--- src/rtl/fixed_pkg.sv ---
// Shared Q6.10 fixed-point constants, divider state encoding and sign helpers.
package fixed_pkg;
  localparam int WIDTH = 16;
  localparam int FRAC  = 10;
  localparam int ITER  = WIDTH + FRAC;
  localparam int CNT_W = $clog2(ITER);

  localparam logic [WIDTH-1:0] SAT_POS = 16'h7FFF;

  typedef enum logic [1:0] {IDLE, CALC, DONE} state_t;

  // Two's-complement negate; used to re-apply the sign to a magnitude.
  function automatic logic [WIDTH-1:0] f_neg(input logic [WIDTH-1:0] x);
    return ~x + {{(WIDTH-1){1'b0}}, 1'b1};
  endfunction

  // Magnitude as unsigned; the most negative code maps to 16'h8000.
  function automatic logic [WIDTH-1:0] f_abs(input logic [WIDTH-1:0] x);
    return x[WIDTH-1] ? f_neg(x) : x;
  endfunction
endpackage

--- src/rtl/div_step.sv ---
// One combinational restoring-division iteration on unsigned magnitudes.
module div_step
  import fixed_pkg::*;
(
  input  logic [WIDTH:0]   rem,
  input  logic             msb,
  input  logic [WIDTH-1:0] den,
  output logic [WIDTH:0]   rem_next,
  output logic             q_bit
);
  logic [WIDTH:0] shifted;
  logic [WIDTH:0] diff;

  // rem < den keeps rem[WIDTH] clear; if ever set, the true shifted value
  // exceeds any divisor, so the bit forces a 1 and the wrapped diff is exact.
  always_comb begin
    shifted  = {rem[WIDTH-1:0], msb};
    diff     = shifted - {1'b0, den};
    q_bit    = rem[WIDTH] | (shifted >= {1'b0, den});
    rem_next = q_bit ? diff : shifted;
  end
endmodule

--- src/rtl/fixed_divider.sv ---
// Sequential signed Q6.10 divider: one restoring quotient bit per clock, saturating result.
module fixed_divider
  import fixed_pkg::*;
(
  input  logic             clk,
  input  logic             rst_n,
  input  logic             i_start,
  input  logic [WIDTH-1:0] i_num,
  input  logic [WIDTH-1:0] i_den,
  output logic             o_busy,
  output logic             o_done,
  output logic [WIDTH-1:0] o_data,
  output logic             o_sat
);
  state_t           state;
  logic [ITER-1:0]  dividend;
  logic [WIDTH:0]   rem;
  logic [WIDTH-1:0] den_mag;
  logic [ITER-2:0]  quo;
  logic [CNT_W-1:0] cnt;
  logic             sign;

  logic [WIDTH:0]   rem_next;
  logic             q_bit;
  logic [ITER-1:0]  q_next;
  logic [WIDTH-1:0] num_abs, den_abs;
  logic [WIDTH-1:0] mag, res;
  logic             sat_now;

  div_step u_step (
    .rem      (rem),
    .msb      (dividend[ITER-1]),
    .den      (den_mag),
    .rem_next (rem_next),
    .q_bit    (q_bit)
  );

  // Result path only matters on the final CALC step, when q_next is the full quotient.
  always_comb begin
    num_abs = f_abs(i_num);
    den_abs = f_abs(i_den);
    q_next  = {quo, q_bit};
    sat_now = |q_next[ITER-1:WIDTH-1];
    mag     = sat_now ? SAT_POS : q_next[WIDTH-1:0];
    res     = sign ? f_neg(mag) : mag;
  end

  always_ff @(posedge clk or negedge rst_n) begin
    if (!rst_n) begin
      state    <= IDLE;
      dividend <= '0;
      rem      <= '0;
      den_mag  <= '0;
      quo      <= '0;
      cnt      <= '0;
      sign     <= 1'b0;
      o_busy   <= 1'b0;
      o_done   <= 1'b0;
      o_data   <= '0;
      o_sat    <= 1'b0;
    end else begin
      case (state)
        IDLE, DONE: begin
          o_done <= 1'b0;
          if (i_start) begin
            den_mag  <= den_abs;
            dividend <= {num_abs, {FRAC{1'b0}}};
            rem      <= '0;
            quo      <= '0;
            cnt      <= CNT_W'(ITER - 1);
            if (den_abs == '0) begin
              // Divide-by-zero: saturate immediately, sign from the dividend alone.
              sign   <= i_num[WIDTH-1];
              state  <= DONE;
              o_done <= 1'b1;
              o_data <= i_num[WIDTH-1] ? f_neg(SAT_POS) : SAT_POS;
              o_sat  <= 1'b1;
            end else begin
              sign   <= i_num[WIDTH-1] ^ i_den[WIDTH-1];
              state  <= CALC;
              o_busy <= 1'b1;
            end
          end else begin
            state <= IDLE;
          end
        end
        CALC: begin
          dividend <= {dividend[ITER-2:0], 1'b0};
          rem      <= rem_next;
          quo      <= q_next[ITER-2:0];
          cnt      <= cnt - 1'b1;
          if (cnt == '0) begin
            state  <= DONE;
            o_busy <= 1'b0;
            o_done <= 1'b1;
            o_data <= res;
            o_sat  <= sat_now;
          end
        end
        default: state <= IDLE;
      endcase
    end
  end
endmodule

--- config.mk ---
export PLATFORM = sky130hd
export DESIGN_NAME = fixed_divider
export DESIGN_NICKNAME = d
export VERILOG_FILES = /design/src/rtl/fixed_pkg.sv /design/src/rtl/div_step.sv /design/src/rtl/fixed_divider.sv
export SDC_FILE = /design/constraint.sdc
export NUM_CORES = 1
export LEC_CHECK = 0
export ABC_AREA = 1
export BUFFER_PORTS_ARGS = -buffer_cell sky130_fd_sc_hd__buf_2
export CAP_MARGIN = 20
export CORE_UTILIZATION = 25
export CTS_CLUSTER_DIAMETER = 60
export DETAILED_ROUTE_END_ITERATION = 6
export PLACE_DENSITY = 0.44
export SLEW_MARGIN = 20
export SYNTH_ARGS = -nofsm -noshare
export SYNTH_HDL_FRONTEND = slang
export SYNTH_SLANG_ARGS = --single-unit
export TNS_END_PERCENT = 50
--- constraint.sdc ---
create_clock -name clk -period 2.8 [get_ports clk]
set_input_delay 0.14 -clock clk [delete_from_list [all_inputs] [get_ports clk]]
set_output_delay 0.14 -clock clk [all_outputs]
set_load 0.02 [all_outputs]
# == Yosys cells after proc, flatten, opt, wreduce, memory -nomap -nowiden ==
# Index checks and enable logic that the tools add are counted.
# classes
addsub,5
mul,0
n_div,0
order_cmp,1
eq_ne,6
shifts,0
n_mux,35
bitwise_logic,5
n_reduce_logical,11
# ops
operator,count
two-way mux 16 bit,8
case mux 26 bit (2 select lines),1
case mux 25 bit (2 select lines),1
adder 16 x 1 -> 16 bit (second input constant),3
NOT 16 bit,3
two-way mux 17 bit,2
case mux 17 bit (2 select lines),1
case mux 16 bit (2 select lines),1
two-way mux 26 bit,1
two-way mux 25 bit,1
greater-or-equal comparator 17 x 16 -> 1 bit,1
subtractor 17 x 16 -> 17 bit,1
zero test 16 bit,1
OR reduction 11 bit,1
two-way mux 1 bit,10
case mux 5 bit (2 select lines),1
inequality test 2 bit (second input constant),4
AND reduction 4 bit,2
two-way mux 2 bit,3
case mux 1 bit (2 select lines),3
AND reduction 2 bit,3
zero test 5 bit,1
two-way mux 5 bit,1
subtractor 5 x 1 -> 5 bit (second input constant),1
8 further kinds,8
# totals
register_bits,111
latchBits,0
ram_bits,0
romBits,0
input_bits,35
out_inout_bits,19
mem_count,0

# == Longest topological paths before layout ==
# logic_depth
word_depth,8
ltp_mapped,23

# == By module ==
# Synthesis repeated with hierarchy kept, for this count alone.
# unflattened
hier_cells,1013
hier_area_um2,6990.5
# modules_own_cells
module,n_inst,cells_per_inst,area_per_inst_um2,seq_area_each_um2
fixed_divider,1,722,5576.6,2527.4
div_step,1,291,1413.9,0.0

# == Worst setup path before layout ==
# OpenSTA, ideal clock, no wires.
# synth_path
kind,flip-flop to flip-flop
startpoint,register rem[3]
endpoint,register o_data[14]
setup_ns,0.117
arrival_ns,2.418
t_required_ns,2.683
setup_slack_ns,0.266
stages_incl_launch_ff,23
path_buffers,0
path_cell_list,dfrtp_1 -> ha_1 -> nand2_1 -> inv_1 -> nand2_1 -> nand3_1 -> nand2_1 -> nand2_1 -> nand2_1 -> nand3_1 -> inv_1 -> ha_1 -> inv_1 -> nor2_1 -> nand2_1 -> nor2_1 -> nand4_1 -> nand2_1 -> nand2_1 -> nand2_1 -> nand3_1 -> nand2_1 -> nand2_1
# synth_via
elab_chain_cells,8
# synth_lines
element,line_no,rtl
from (decl),fixed_divider.sv:17,logic [WIDTH:0] rem;
from (signal assigned),fixed_divider.sv:89,rem <= rem_next;
greater-or-equal comparator 17 x 16 -> 1 bit,div_step.sv:19,"q_bit = rem[WIDTH] | (shifted >= {1'b0, den});"
OR 1 bit,div_step.sv:19,
two-way mux 16 bit,fixed_divider.sv:44,mag = sat_now ? SAT_POS : q_next[WIDTH-1:0];
NOT 16 bit,fixed_pkg.sv:14,"return ~x + {{(WIDTH-1){1'b0}}, 1'b1};"
adder 16 x 1 -> 16 bit,fixed_pkg.sv:14,
two-way mux 16 bit,fixed_divider.sv:45,res = sign ? f_neg(mag) : mag;
two-way mux 16 bit,fixed_divider.sv:92,if (cnt == '0) begin
case mux 16 bit (2 select lines),fixed_divider.sv:62,case (state)
to (signal assigned),fixed_divider.sv:76,o_data <= i_num[WIDTH-1] ? f_neg(SAT_POS) : SAT_POS;
to (signal assigned),fixed_divider.sv:96,o_data <= res;
to (decl),fixed_divider.sv:12,"output logic [WIDTH-1:0] o_data,"
# No other way between the ends. The select of a mux whose other input is x is not followed.
# A chain may end at the register's enable or synchronous reset.

# == Final worst setup path ==
# layout_path
startpoint,register den_mag[6]
endpoint,register o_data[14]
# layout_via
elab_chain_cells,8
# layout_lines
element,line_no,rtl
from (decl),fixed_divider.sv:18,logic [WIDTH-1:0] den_mag;
from (signal assigned),fixed_divider.sv:66,den_mag <= den_abs;
greater-or-equal comparator 17 x 16 -> 1 bit,div_step.sv:19,
OR 1 bit,div_step.sv:19,
two-way mux 16 bit,fixed_divider.sv:44,
NOT 16 bit,fixed_pkg.sv:14,
adder 16 x 1 -> 16 bit,fixed_pkg.sv:14,
two-way mux 16 bit,fixed_divider.sv:45,
two-way mux 16 bit,fixed_divider.sv:92,
case mux 16 bit (2 select lines),fixed_divider.sv:62,
# No other way between the ends. The select of a mux whose other input is x is not followed.

==> qor.txt <==
setup TNS: 0 ps
share of layout cells above drive strength 1: 0.137
Worst Tran Pin Value: 551 ps
Final min period: 2560 ps
Power Density: 1290 mW/mm^2
CP peak stage delay: 360 ps
placed cell count: 1,251
# IOs: 54
# rows: 57
Antenna Cells: 0
fill count: 2,702
Fin. Hold Viols: 0
status: finished, final reports clean
Critical Path RT: 3050 ps
Initial Utilization: 0.256
total core area: 0.0245 mm^2
Pleak: 3.70 nW
drt pass-1 iters: 4
Fin Clk Skew: 11.4 ps
Startpoint Class: flip-flop
largest net degree at the start of global routing: 48
xor/xnor share of the synthesized area: 0.0392
Final Core Density: 0.305
GP Congestion: 0.842
Clock Latency Late Sink: 360 ps
WS Path Type: flip-flop to flip-flop
Mapped Cells: 879
initial antenna violation count: 0
CP Capture Type: flip-flop
worst-path maximum fanout: 5
FF-to-FF setup slack: 240 ps
Syn Area/Cell: 7.12 um^2
initial drt markers: 240
input/output buffers: 53
Routed WL per cell: 13.4 um
Slew Limit Fails: 0
area grow syn2layout: 19.1%
Syn Nets: 936
clock slew seen by the registers of the worst setup and hold paths: 70 ps
Detail Route Antenna Nets: 0
Max-slew headroom: 0.633
Yosys cell types: 37
clk sink count: 101
top post-synthesis cells by area: dfrtp_1, nand2_1, inv_1
FF+latch count, synth: 101
critical path, cell by cell: inv_1 > ha_2 > nand2_1 > nand2_1 > nand2_1 > nand2_1 > a21oi_1 > nand2_2 > nand2_2 > nand3_2 > inv_2 > ha_1 > inv_1 > nor2_1 > nand2_1 > nor2_4 > nand4_1 > nand2_2 > nand2_1 > nand2_1 > nand3_1 > nand2_1 > nand2_1
Overall Global Routing Usage: 0.137
main combinational cell family by area after synthesis: simple AND/OR/NAND/NOR gates
RSZ-0062 raised after global routing: true
most common cell after layout, fill and taps aside: nand2_1
fin area: 0.00746 mm^2
die area: 0.0257 mm^2
H-tree levels: 3
DP Wirelength: 12.6 mm
Synth area leader: dfrtp_1
DIE WIDTH: 160 um
Routed WL: 17.0 mm
Arr. time, crit path: 2810 ps
die height: 160 um
Synth Area in Adders: 0.0452
Synth Warn #: 0
detailed-route via count: 5,564
Vias per Instance: 4.38
setup violators final: 0
Most common cell on crit path: nand2_1
most frequent cells in the layout: nand2_1, inv_1, dfrtp_1, nor2_1, o21ai_0
hold crit path type: primary input to flip-flop
Period Utilization, post-route: 0.915
vias in the first global route: 5,444
top-area cell type share of the netlist area: 0.404
remaining global-route overflow: 0
total CTS buffers: 9
synthesized area: 0.00626 mm^2
Simple-Gate Fraction of Synth Area: 0.275
Synth Area in Compound Gates: 0.146
Non-Filler Instances: 1,269
slowest CP cell: dfrtp_1
CTS tree: built
VDD IR max: 0.342 mV
sequential area share after synthesis: 0.404
placed inst area: 0.00702 mm^2
clk buf depth: 2
DRC: 0
first-pass GRT wire length: 28.1 mm
NumNets Final: 997
mux share of post-synthesis cell area: 0
max-cap violation count: 0
fmax: 390 MHz
clk root buf: clkbuf_16
[synth_stat cells]
master / count
buf_2: 4
clkinv_1: 3
nor4_1: 1
xnor2_1: 9
dfrtp_1: 101
a21oi_1: 32
a21o_1: 3
fa_1: 1
a21oi_2: 1
a31oi_1: 8
nand2_1: 250
inv_2: 5
o21ai_1: 15
buf_6: 1
o22ai_1: 29
nand2_4: 1
o21ai_0: 58
nand3_1: 52
o221ai_1: 5
xor2_1: 19
nand2_2: 1
clkbuf_1: 22
o211ai_1: 6
nor3_1: 8
inv_1: 109
nand3b_1: 5
buf_4: 1
nor2_2: 6
a221oi_1: 2
buf_1: 1
nand4_1: 6
o21bai_1: 1
inv_4: 1
a32o_1: 1
nor2_1: 89
nand4_2: 1
ha_1: 21
[cell families after synthesis]
group	count (synthesis)
adder cells (fa/ha/maj)	22
XOR/XNOR	28
buffers and inverters	147
AND/OR/NAND/NOR	420
flip-flops	101
AO/OA/AOI/OAI	161
[worst max-delay path: cells and delay by family, from the launching register on]
family | cells | cell delay (ps)
buf+inv | 3 | 170
compound gates | 1 | 160
flops | 1 | 360
simple gates | 17 | 1330
fa+ha+maj | 2 | 430
[routing by layer]
metal	routed length (um)	GRT usage	vias to the layer above
met2	7650	0.218	77
met1	8470	0.182	2504
met4	272	0.0437	0
met5	0	0	-
li1	-	-	2968
met3	568	0.0338	15
[area by class of cell]
class,instances,area [um^2],area share
clock buffer,10,239,0.0320
clock inverter,6,68.8,0.00923
inverter,118,445,0.0597
multi-input combinational,631,3280,0.440
sequential,101,2530,0.339
tap,324,405,0.0544
timing repair buffer,79,490,0.0658
[final timing paths]
check	from	endpoint	depth (start not counted)
max in group asynchronous	rst_n	o_done	3
min in group asynchronous	rst_n	quo[4]	2
worst min register to register	o_data[0]	o_data[0]	2
worst max-delay path	den_mag[6]	o_data[14]	23
worst min-delay path	i_den[14]	den_mag[14]	3
worst max register to register	den_mag[6]	o_data[14]	23
[what timing repair did]
item / 4_1_cts / 5_1_grt
resized for setup: 0 / 19
setup buffers: 0 / 1
hold endpoints to repair: 36 / 0
endpoints found under the setup margin: 0 / 5
hold buffers: 1 / 0
[where the power goes]
| part | leakage, nW | switching, mW | internal (mW) |
|---|---|---|---|
| clock network | 0.155 | 0.604 | 0.729 |
| logic | 2.31 | 3.43 | 2.28 |
| registers | 1.24 | 0.422 | 2.17 |
[per-stage QoR]
step	hold slack, ps	setup WS, ps	power (mW)
detailed placement	157	51.1	8.15
global placement	146	112	8.15
global route	112	-33.4	10.7
finish	117	237	9.64
floorplan	-156	266	6.50
CTS	88.2	40.4	9.54
[state kept, by name, summed over array words and instances, names as in the netlist, 2 cells and up]
register / count
quo: 25
rem: 17
den_mag: 16
dividend: 16
o_data: 16
cnt: 5
state: 2
Note: power is estimated with default switching activity, not from simulation.
